`src/rtl/fifo_pkg.sv`:
```
// Shared types and sizing for the word-to-byte drain stage.
// Default word width, byte count and FSM state encoding.
package fifo_pkg;

  localparam int DATA_W         = 32;
  localparam int BYTES_PER_WORD = DATA_W / 8;

  typedef enum logic [1:0] {
    IDLE = 2'd0,
    WAIT = 2'd1,
    SEND = 2'd2
  } state_t;

  function automatic int idx_w(input int n);
    return (n > 1) ? $clog2(n) : 1;
  endfunction

endpackage

```
`src/rtl/fifo_byte_drain_word_shifter.sv`:
```
// Word holding register that presents one byte at a time.
// Shifts by a byte per accepted handshake, either end first.
module word_shifter #(
  parameter int DATA_W    = 32,
  parameter bit MSB_FIRST = 1'b1
) (
  input  logic              clk,
  input  logic              rst_n,
  input  logic              load,
  input  logic              shift,
  input  logic [DATA_W-1:0] din,
  output logic [7:0]        dout
);

  logic [DATA_W-1:0] sr;

  // Load a fresh word, or move the next byte into the output slot.
  always_ff @(posedge clk or negedge rst_n) begin
    if (!rst_n) begin
      sr <= '0;
    end else if (load) begin
      sr <= din;
    end else if (shift) begin
      sr <= MSB_FIRST ? (sr << 8) : (sr >> 8);
    end
  end

  assign dout = MSB_FIRST ? sr[DATA_W-1 -: 8] : sr[7:0];

endmodule

```
`src/rtl/fifo_byte_drain.sv`:
```
// Reads words from the buffer and streams them out as bytes.
// One read in flight at most; back-to-back reads on the last byte.
module fifo_byte_drain
  import fifo_pkg::*;
#(
  parameter int DATA_W     = fifo_pkg::DATA_W,
  parameter int RD_LATENCY = 1,
  parameter bit MSB_FIRST  = 1'b1,
  parameter int CNT_W      = 16
) (
  input  logic              Clk,
  input  logic              Rst,
  input  logic              Empty,
  input  logic [DATA_W-1:0] Dataout,
  output logic              Rden,
  input  logic              Flush,
  output logic [7:0]        Byte_out,
  output logic              Byte_valid,
  input  logic              Byte_ready,
  output logic              Busy,
  output logic [CNT_W-1:0]  Words_done
);

  localparam int BPW = DATA_W / 8;
  localparam int IW  = idx_w(BPW);

  localparam logic [1:0]    LAT  = 2'(RD_LATENCY);
  localparam logic [IW-1:0] LAST = IW'(BPW - 1);

  state_t        state;
  state_t        state_n;
  logic [1:0]    lat_cnt;
  logic [IW-1:0] byte_idx;
  logic          hs;
  logic          load;
  logic          shift;
  logic          done;

  assign hs = (state == SEND) && Byte_ready;

  // Next state plus shifter strobes; Flush overrides everything.
  always_comb begin
    state_n = state;
    load    = 1'b0;
    shift   = 1'b0;
    done    = 1'b0;
    if (Flush) begin
      state_n = IDLE;
    end else begin
      unique case (state)
        IDLE: begin
          if (!Empty) state_n = WAIT;
        end
        WAIT: begin
          if (lat_cnt == LAT) begin
            state_n = SEND;
            load    = 1'b1;
          end
        end
        SEND: begin
          if (hs) begin
            shift = 1'b1;
            if (byte_idx == LAST) begin
              done    = 1'b1;
              state_n = Empty ? IDLE : WAIT;
            end
          end
        end
        default: state_n = IDLE;
      endcase
    end
  end

  // State register.
  always_ff @(posedge Clk or negedge Rst) begin
    if (!Rst) state <= IDLE;
    else      state <= state_n;
  end

  // Read latency counter restarts on every entry into WAIT.
  always_ff @(posedge Clk or negedge Rst) begin
    if (!Rst) begin
      lat_cnt <= '0;
    end else if (state == WAIT && state_n == WAIT) begin
      lat_cnt <= lat_cnt + 2'd1;
    end else begin
      lat_cnt <= '0;
    end
  end

  // Byte position within the held word.
  always_ff @(posedge Clk or negedge Rst) begin
    if (!Rst) begin
      byte_idx <= '0;
    end else if (load) begin
      byte_idx <= '0;
    end else if (shift) begin
      byte_idx <= byte_idx + 1'b1;
    end
  end

  // Completed-word counter, free running modulo 2^CNT_W.
  always_ff @(posedge Clk or negedge Rst) begin
    if (!Rst)      Words_done <= '0;
    else if (done) Words_done <= Words_done + 1'b1;
  end

  word_shifter #(
    .DATA_W   (DATA_W),
    .MSB_FIRST(MSB_FIRST)
  ) u_shift (
    .clk  (Clk),
    .rst_n(Rst),
    .load (load),
    .shift(shift),
    .din  (Dataout),
    .dout (Byte_out)
  );

  assign Rden       = (state == WAIT) && (lat_cnt == 2'd0);
  assign Byte_valid = (state == SEND);
  assign Busy       = (state != IDLE);

endmodule

```
`config.mk`:
```
export PLATFORM = sky130hd
export DESIGN_NAME = fifo_byte_drain
export DESIGN_NICKNAME = d
export VERILOG_FILES = /design/src/rtl/fifo_pkg.sv /design/src/rtl/fifo_byte_drain_word_shifter.sv /design/src/rtl/fifo_byte_drain.sv
export SDC_FILE = /design/constraint.sdc
export NUM_CORES = 1
export LEC_CHECK = 0
export BUFFER_PORTS_ARGS = -buffer_cell sky130_fd_sc_hd__buf_2
export CORE_MARGIN = 1.5
export CORE_UTILIZATION = 30
export CTS_CLUSTER_SIZE = 12
export DETAILED_ROUTE_END_ITERATION = 8
export PLACE_DENSITY = 0.49
export SYNTH_ARGS = -nofsm -noshare
export SYNTH_HDL_FRONTEND = slang
export SYNTH_SLANG_ARGS = --single-unit
```
`constraint.sdc`:
```
create_clock -name Clk -period 4.45 [get_ports Clk]
set_clock_uncertainty 0.05 [all_clocks]
set_input_delay 0.6675 -clock Clk [delete_from_list [all_inputs] [get_ports Clk]]
set_output_delay 0.6675 -clock Clk [all_outputs]
set_load 0.01 [all_outputs]
```
Word level (Yosys, flattened, before mapping)
Cells that the tools add are included.

Add/sub/neg operators: 3. Equality and inequality tests: 5. Multiplexer cells: 22. Reductions and logical operators: 7.

Operators with widths (count): $mux W32 (2); $add A16 B1 Y16 const B (1); $mux W2 (8); $mux W1 (11); $eq A2 B1 Y1 const B (3); $pmux W2 S3 (1); $add A2 B1 Y2 const B (2); $eq A2 B2 Y1 const B (2); $logic_not A2 Y1 (2); $reduce_bool A2 Y1 (2); $logic_and A1 B1 Y1 (3).

Register bits: 54. Input port bits: 37. Output and inout bits: 27.

Depth between registers and ports, before layout
Gate-level depths: netlist (run 1).

Depth after elaboration: 8. Gate-level depth with buffers: 8. Depth with buffers taken out: 6.

Modules after synthesis
From an unflattened synthesis (run 1), not the netlist that was laid out.

Cells, all modules: 241. Area total of the unflattened synthesis: 2635.0 um^2.

Modules (own cells, without submodules): word_shifter (cells an instance 147, times used 1, area each 1547.7 um^2, seq. area each 800.8 um^2); fifo_byte_drain (cells an instance 94, times used 1, area each 1087.3 um^2, seq. area each 550.5 um^2).

Worst setup path after synthesis (run 1)
OpenSTA, ideal clock, no wires.

Path type: in2reg. Start: input port Flush. End: register Words_done[1]. Cell stages on the path: 4. Data arrival time: 1.522 ns. Path slack: 2.753 ns. Buffers on the path: 1. Path through: and4bb_4 buf_8 nand2_4 mux2_4.

Word-level cells in the longest chain between the ends: 1.

RTL lines: from (decl) (RTL line fifo_byte_drain.sv:16) `input logic Flush,`; $mux W1 (RTL line fifo_byte_drain.sv:47) `if (Flush) begin`; to (signal assigned) (RTL line fifo_byte_drain.sv:105) `else if (done) Words_done <= Words_done + 1'b1;`; to (decl) (RTL line fifo_byte_drain.sv:21) `output logic [CNT_W-1:0] Words_done`.

Every way passes these cells. A chain may end at the register's enable or synchronous reset.

Worst setup path in the final report (run 1)
Start: register lat_cnt[1]. End: register byte_idx[0].

Word-level cells in the longest chain between the ends: 5. Elaborated cells between the ends (all ways): 6. Those cells by class: eq/ne (1); mux (4); reduce/logical (1).

RTL lines: from (decl) (RTL line fifo_byte_drain.sv:32) `logic [1:0] lat_cnt;`; from (signal assigned) (RTL line fifo_byte_drain.sv:85) `lat_cnt <= lat_cnt + 2'd1;`; $eq A2 B1 Y1 (*) (RTL line fifo_byte_drain.sv:55) `if (lat_cnt == LAT) begin`; $mux W1 (*) (RTL line fifo_byte_drain.sv:55); $mux W1 (*) (RTL line fifo_byte_drain.sv:50) `unique case (state)`; $mux W1 (*) (RTL line fifo_byte_drain.sv:47); $mux W2 / $reduce_bool A2 Y1 (equally long branches); to (signal assigned) (RTL line fifo_byte_drain.sv:98) `byte_idx <= byte_idx + 1'b1;`; to (decl) (RTL line fifo_byte_drain.sv:33) `logic [IW-1:0] byte_idx;`.

Every way passes the cells marked *; elsewhere a longest branch is shown, timed or not.

==> results of run 1 <==
-- kinds of logic after synthesis --
group                    share of synthesized area
buffers and inverters                       0.0667
AND/OR/NAND/NOR                              0.241
flip-flops                                   0.534
XOR/XNOR                                    0.0519
adder cells (fa/ha/maj)                     0.0198
AO/OA/AOI/OAI                               0.0806
multiplexers                               0.00593
-- cell usage after synthesis, types with 5 or more instances --
cell type,count
o22ai_1,5
nand2_1,60
buf_4,9
inv_1,6
a22oi_1,19
buf_2,6
nor2_1,14
xor2_1,6
dfrtp_1,54
xnor2_1,9
nor3_1,6
nand3_1,14
-- final cells by class --
| cell class | instances | share of cell area |
|---|---|---|
| clock inverter | 1 | 0.00171 |
| sequential | 54 | 0.461 |
| clock buffer | 7 | 0.0295 |
| timing repair buffer | 64 | 0.110 |
| tap | 105 | 0.0448 |
| multi-input combinational | 167 | 0.345 |
| inverter | 6 | 0.00769 |
-- registers in the layout, summed over array words and instances (netlist names) --
signal and flops:
Words_done 16, byte_idx 2, state 2, u_shift.sr 32, lat_cnt 2
-- worst min-delay path by stage --
stage          slack, ps  cells after the start      startpoint              to
6_report             410                      1  Words_done[15]  Words_done[15]
5_1_grt              430                      1  Words_done[15]  Words_done[15]
4_1_cts              420                      1  Words_done[15]  Words_done[15]
3_5_place_dp         410                      1  Words_done[15]  Words_done[15]
3_3_place_gp         410                      1      lat_cnt[0]      lat_cnt[0]
2_1_floorplan        320                      0             Rst   Words_done[0]
-- power breakdown --
| part | internal, mW | total (mW) | switching (mW) |
|---|---|---|---|
| combinational | 0.0845 | 0.184 | 0.0998 |
| sequential | 0.588 | 0.643 | 0.0546 |
| clock | 0.126 | 0.281 | 0.155 |
| total | 0.799 | 1.11 | 0.310 |
-- worst max-delay path, delay by kind of cell, from the launching register on --
family / cells / cell delay, ps
simple gates: 3 / 1020
flops: 1 / 370
fa+ha+maj: 1 / 240
compound gates: 1 / 80
buf+inv: 1 / 80
-- stage by stage --
step	hold WS [ps]	cells
after floorplan	322	246
after global placement	408	396
after detailed placement	410	396
after CTS	423	404
after global routing	431	404
final	415	404
-- routing by layer --
layer / vias to the layer above / part of all wire / global-route usage
met2: 42 / 0.44 / 0.187
met5: - / 0 / 0
met3: 4 / 0.053 / 0.0354
li1: 936 / - / -
met1: 826 / 0.50 / 0.177
met4: 0 / 0.012 / 0.0485
==> flow_summary_export.csv, run 1 <==
group,metric,value,unit
run_status,status,"completed",
clocking,holdBufCountCts,0,
clocking,cts_tree,"yes",
worst_setup_path,end_kind,"register",
final_layout,diodes,0,
logic_synthesis,ys_seq_area_frac,0.534,
die,die_x,94.9,um
global_routing,antenna_found_initial,0,
power,power_density,378,nW/um^2
logic_synthesis,ys_async_sr_fraction,1.00,
clocking,cts_setup_buffers,0,
worst_setup_path,cp-start-kind,"register",
clocking,clock_latency,300,ps
power,p_total,1.11,mW
routing,drt_first_pass_iters,6,
worst_setup_path,r2r-end,"byte_idx[0]",
die,die_area,9000,um^2
flow_run,drv_cap,0,
place,place_congestion,0.744,
global_routing,grt.total_usage,0.127,
global_routing,overflow,0,
sta,tns,0,ps
sta,setup_ws,2460,ps
clocking,clkTransAtPathRegs,90,ps
worst_setup_path,critPathSlowestCell,"and4bb_2",
logic_synthesis,synth-seq-cells,54,
die,fp-row-count,33,
worst_setup_path,reg2regPathDepth,6,
logic_synthesis,postSynthCellCount,246,
worst_setup_path,path_max_fanout,33,
logic_synthesis,synth_edf_count,0,
final_layout,utilization,0.358,
clocking,cts_root_buf,"clkbuf_8",
worst_setup_path,slowest_delay,790,ps
routing,routed_wl,5440,um
sta,hold_viol,0,
routing,avgViaCountPerCell,4.48,
final_layout,syn_to_final_growth,15.8,%
logic_synthesis,ys.flop_type,"dfrtp_1",
logic_synthesis,yosysTopAreaCell,"dfrtp_1",
clocking,cts_resized,0,
place,pre_cts_ws,2260,ps
worst_hold_path,min_path_type,"reg -> reg",
routing,ant_nets,0,
routing,drc,0,
final_layout,final_area,2930,um^2
power,p_leak,1.56,nW
die,core-area,8180,um^2
sta,setup_viol,0,
logic_synthesis,synth.avg_cell_area,10.3,um^2
sta,period_share,0.447,
logic_synthesis,ys_top_cells_by_area,"dfrtp_1, nand2_1, a22oi_1",
clocking,cts.sinks,54,
place,placed_area,2840,um^2
sta,finalCriticalPeriod,1990,ps
logic_synthesis,synth.top_cell.area_share,0.534,
logic_synthesis,syn_area,2530,um^2
routing,drt-initial-drc-count,89,
sta,worst_pin_slew,791,ps
die,initial_core_util,0.310,
worst_setup_path,required,4560,ps
routing,via_count,1808,
worst_setup_path,cp_cell_sequence,"inv_1, ha_1, and4bb_2, nor2_8, nand2_1, o21ai_0",
logic_synthesis,synth_fp_nets,287,
logic_synthesis,synthDistinctLibCells,39,
worst_setup_path,reg2reg_from,"lat_cnt[1]",
sta,clock.fmax,503,MHz
sta,rsz0062_at_grt,"no",
worst_setup_path,worst-setup-path-type,"reg -> reg",
final_layout,final_common_cell,"buf_2",
final_layout,layout.nets,339,
clocking,htree_num_levels,2,
global_routing,grt_pass1_vias,1706,
worst_setup_path,cp-startpoint,"lat_cnt[1]",
global_routing,grt_max_degree,55,
worst_setup_path,critical_path.endpoint,"byte_idx[0]",
place,io_buffers,63,
place,dp_hpwl,3710,um
clocking,cts_buffers,5,
worst_setup_path,crit_arrival,2100,ps
clocking,cts_buffer_depth,2,
worst_setup_path,worst-r2r-setup-slack,2460,ps
logic_synthesis,yosysWarnings,0,
die,die_h,94.9,um
final_layout,fill_cells,871,
final_layout,regArea,1350,um^2
final_layout,layout-drive-gt1-share,0.274,
global_routing,grt_pass1_wl,8580,um
power,vdd_drop_max,0.118,mV
sta,slew-limit-headroom,0.473,
die,ios,64,
final_layout,multi_input_area,1010,um^2
final_layout,layout_common_cells,"buf_2, nand2_1, dfrtp_1, a22oi_1",
sta,final-max-slew-violation-count,0,
routing,wl_per_cell,13.5,um
Note: power is estimated with default switching activity, not from simulation.
==> run 2, diff against run 1 <==
--- a/config.mk
+++ b/config.mk
@@ -5,6 +5,7 @@
 export SDC_FILE = /design/constraint.sdc
 export NUM_CORES = 1
 export LEC_CHECK = 0
+export ABC_AREA = 1
 export BUFFER_PORTS_ARGS = -buffer_cell sky130_fd_sc_hd__buf_2
 export CORE_MARGIN = 1.5
 export CORE_UTILIZATION = 30
==> constraint.sdc (replaced) <==
create_clock -name Clk -period 1.9 [get_ports Clk]
set_clock_uncertainty 0.05 [all_clocks]
set_input_delay 0.285 -clock Clk [delete_from_list [all_inputs] [get_ports Clk]]
set_output_delay 0.285 -clock Clk [all_outputs]
set_load 0.01 [all_outputs]
==> flow_summary_export.csv, run 2 <==
group,metric,value,unit
run_status,status,"completed",
clocking,cts_buffer_depth,2,
logic_synthesis,ys_top_cells_by_area,"dfrtp_1, nand2_1, inv_1",
routing,routed_wl,5770,um
global_routing,grt_pass1_vias,1964,
die,core-area,8640,um^2
logic_synthesis,synth.avg_cell_area,8.62,um^2
clocking,cts_setup_buffers,0,
logic_synthesis,synth.top_cell.area_share,0.510,
die,die_x,96.9,um
place,pre_cts_ws,375,ps
final_layout,final_common_cell,"nand2_1",
final_layout,utilization,0.361,
clocking,cts.sinks,54,
power,swShare,0.294,
die,fp-row-count,34,
worst_setup_path,worst-setup-path-type,"reg -> out",
power,p_int,1.88,mW
routing,via_count,2052,
place,io_buffers,63,
power,power_density,854,nW/um^2
sta,setup_ws,347,ps
power,pwr-share-clk,0.246,
routing,ant_nets,0,
global_routing,grt.total_usage,0.127,
sta,hold_viol,0,
clocking,cts_root_buf,"clkbuf_8",
worst_setup_path,critPathSlowestCell,"dfrtp_1",
logic_synthesis,synth_common_cells,"nand2_1, dfrtp_1, inv_1, nor2_1, nand3_1",
worst_setup_path,end_kind,"output pin",
power,p_leak,1.62,nW
place,place_congestion,0.733,
worst_setup_path,path_max_fanout,3,
routing,drt_first_pass_iters,4,
logic_synthesis,yosysTopAreaCell,"dfrtp_1",
sta,worst_pin_slew,382,ps
sta,final-max-slew-violation-count,0,
logic_synthesis,yosysWarnings,0,
worst_hold_path,whs_path_depth,3,
worst_setup_path,slowest_delay,410,ps
logic_synthesis,synth_edf_count,0,
die,ios,64,
place,placed_area,3020,um^2
final_layout,layout-drive-gt1-share,0.234,
sta,setup_viol,0,
die,initial_core_util,0.307,
power,switching_power,0.782,mW
place,dp_hpwl,4100,um
flow_run,drv_cap,0,
worst_setup_path,reg2regPathDepth,7,
global_routing,grt_pass1_wl,9680,um
die,die_h,96.9,um
logic_synthesis,postSynthCellCount,307,
worst_setup_path,crit_top_cell,"inv_1",
sta,clock.fmax,644,MHz
sta,period_share,0.818,
worst_setup_path,required,1560,ps
logic_synthesis,synthDistinctLibCells,26,
clocking,clkTransAtPathRegs,110,ps
routing,drc,0,
final_layout,reg.largest.list,"u_shift.sr (32), Words_done (16)",
logic_synthesis,syn_area,2650,um^2
logic_synthesis,ys.flop_type,"dfrtp_1",
global_routing,overflow,0,
clocking,cts_buffers,5,
clocking,cts_tree,"yes",
final_layout,final_area,3120,um^2
final_layout,top_register,"u_shift.sr",
routing,avgViaCountPerCell,4.31,
global_routing,met1_usage,0.180,
sta,tns,0,ps
global_routing,use_met2,0.197,
worst_setup_path,cp-start-kind,"register",
global_routing,grt_busiest_layer,"met2",
routing,drt-initial-drc-count,66,
power,combPwrFrac,0.181,
final_layout,layout_common_cells,"nand2_1, buf_2, dfrtp_1, inv_1, nor2_1",
sta,rsz0062_at_grt,"no",
final_layout,largest_register_ffs,32,
logic_synthesis,synthMostInstantiatedCell,"nand2_1",
final_layout,layout.nets,408,
final_layout,diodes,0,
clocking,clock_latency,310,ps
worst_hold_path,min_path_type,"in -> reg",
worst_setup_path,crit_arrival,1220,ps
clocking,htree_num_levels,2,
die,die_area,9400,um^2
power,p_total,2.66,mW
final_layout,fill_cells,936,
worst_setup_path,cp_cell_sequence,"inv_1, ha_1, inv_1, nor2_1, buf_2",
logic_synthesis,ys_async_sr_fraction,1.00,
logic_synthesis,synth_fp_nets,348,
routing,wl_per_cell,12.1,um
power,seq_power_share,0.573,
global_routing,use_met3,0.0289,
power,vdd_drop_max,0.376,mV
logic_synthesis,synth-seq-cells,54,
logic_synthesis,ys_seq_area_frac,0.510,
sta,slew-limit-headroom,0.745,
global_routing,grt_max_degree,55,
global_routing,antenna_found_initial,0,
sta,finalCriticalPeriod,1550,ps
final_layout,syn_to_final_growth,17.7,%
run 2: changes by cell type after synthesis, moves of 5 or more:
cell	change
nand2_1	+45
xnor2_1	-7
o211ai_1	+8
o21ai_0	+10
nor3_1	-5
inv_1	+24
nor2_1	+15
a22oi_1	-19
buf_2	-5
run 2: final timing paths:
check / end / from / slack (ps)
worst min-delay path: u_shift.sr[1] / Dataout[1] / 130
worst min register to register: lat_cnt[0] / lat_cnt[0] / 420
worst max register to register: u_shift.sr[3] / lat_cnt[1] / 360
worst max-delay path: Rden / lat_cnt[0] / 350
min in group asynchronous: Words_done[6] / Rst / 440
max in group asynchronous: Words_done[11] / Rst / 1090
run 2: cell type report:
class	instances	area, um^2	share of cell area
Timing Repair Buffer	67	360	0.116
Clock inverter	3	21.3	0.00683
Tap cell	108	135	0.0434
Clock buffer	5	68.8	0.0221
Multi-Input combinational cell	206	1050	0.337
Sequential cell	54	1350	0.434
Inverter	33	130	0.0418
run 2: critical path, delay by kind of cell (launching register included):
kind | cells | cell delay [ps]
fa+ha+maj | 1 | 140
buf+inv | 3 | 250
flops | 1 | 410
simple gates | 1 | 120
run 2: repair_timing:
action | in CTS | in global routing
resized for setup | 0 | 0
hold buffers | 1 | 0
endpoints found under the hold margin | 54 | 0
run 2: per-stage QoR:
step,hold slack (ps),cells
after floorplan,-60.6,307
after global placement,260,467
after detailed placement,258,467
after CTS,116,476
after global routing,131,476
final,129,476
run 2: kinds of logic after synthesis:
group / Yosys count / share of synthesized area
flops: 54 / 0.510
compound gates: 28 / 0.0633
buf+inv: 47 / 0.0936
xor+xnor: 8 / 0.0265
fa+ha+maj: 4 / 0.0189
simple gates: 166 / 0.287
run 2: power by group through the flow:
stage | Sequential (mW) | Combinational (mW) | Clock [mW]
6_report | 1.53 | 0.481 | 0.654
5_1_grt | 1.56 | 0.548 | 0.740
4_1_cts | 1.53 | 0.493 | 0.686
3_5_place_dp | 1.55 | 0.489 | 0
3_3_place_gp | 1.54 | 0.476 | 0
2_1_floorplan | 1.52 | 0.392 | 0
run 2: metal layers:
| metal | share of wire | up-vias |
|---|---|---|
| li1 | - | 1074 |
| met4 | 0.0081 | 0 |
| met5 | 0 | - |
| met3 | 0.037 | 5 |
| met1 | 0.52 | 934 |
| met2 | 0.44 | 39 |
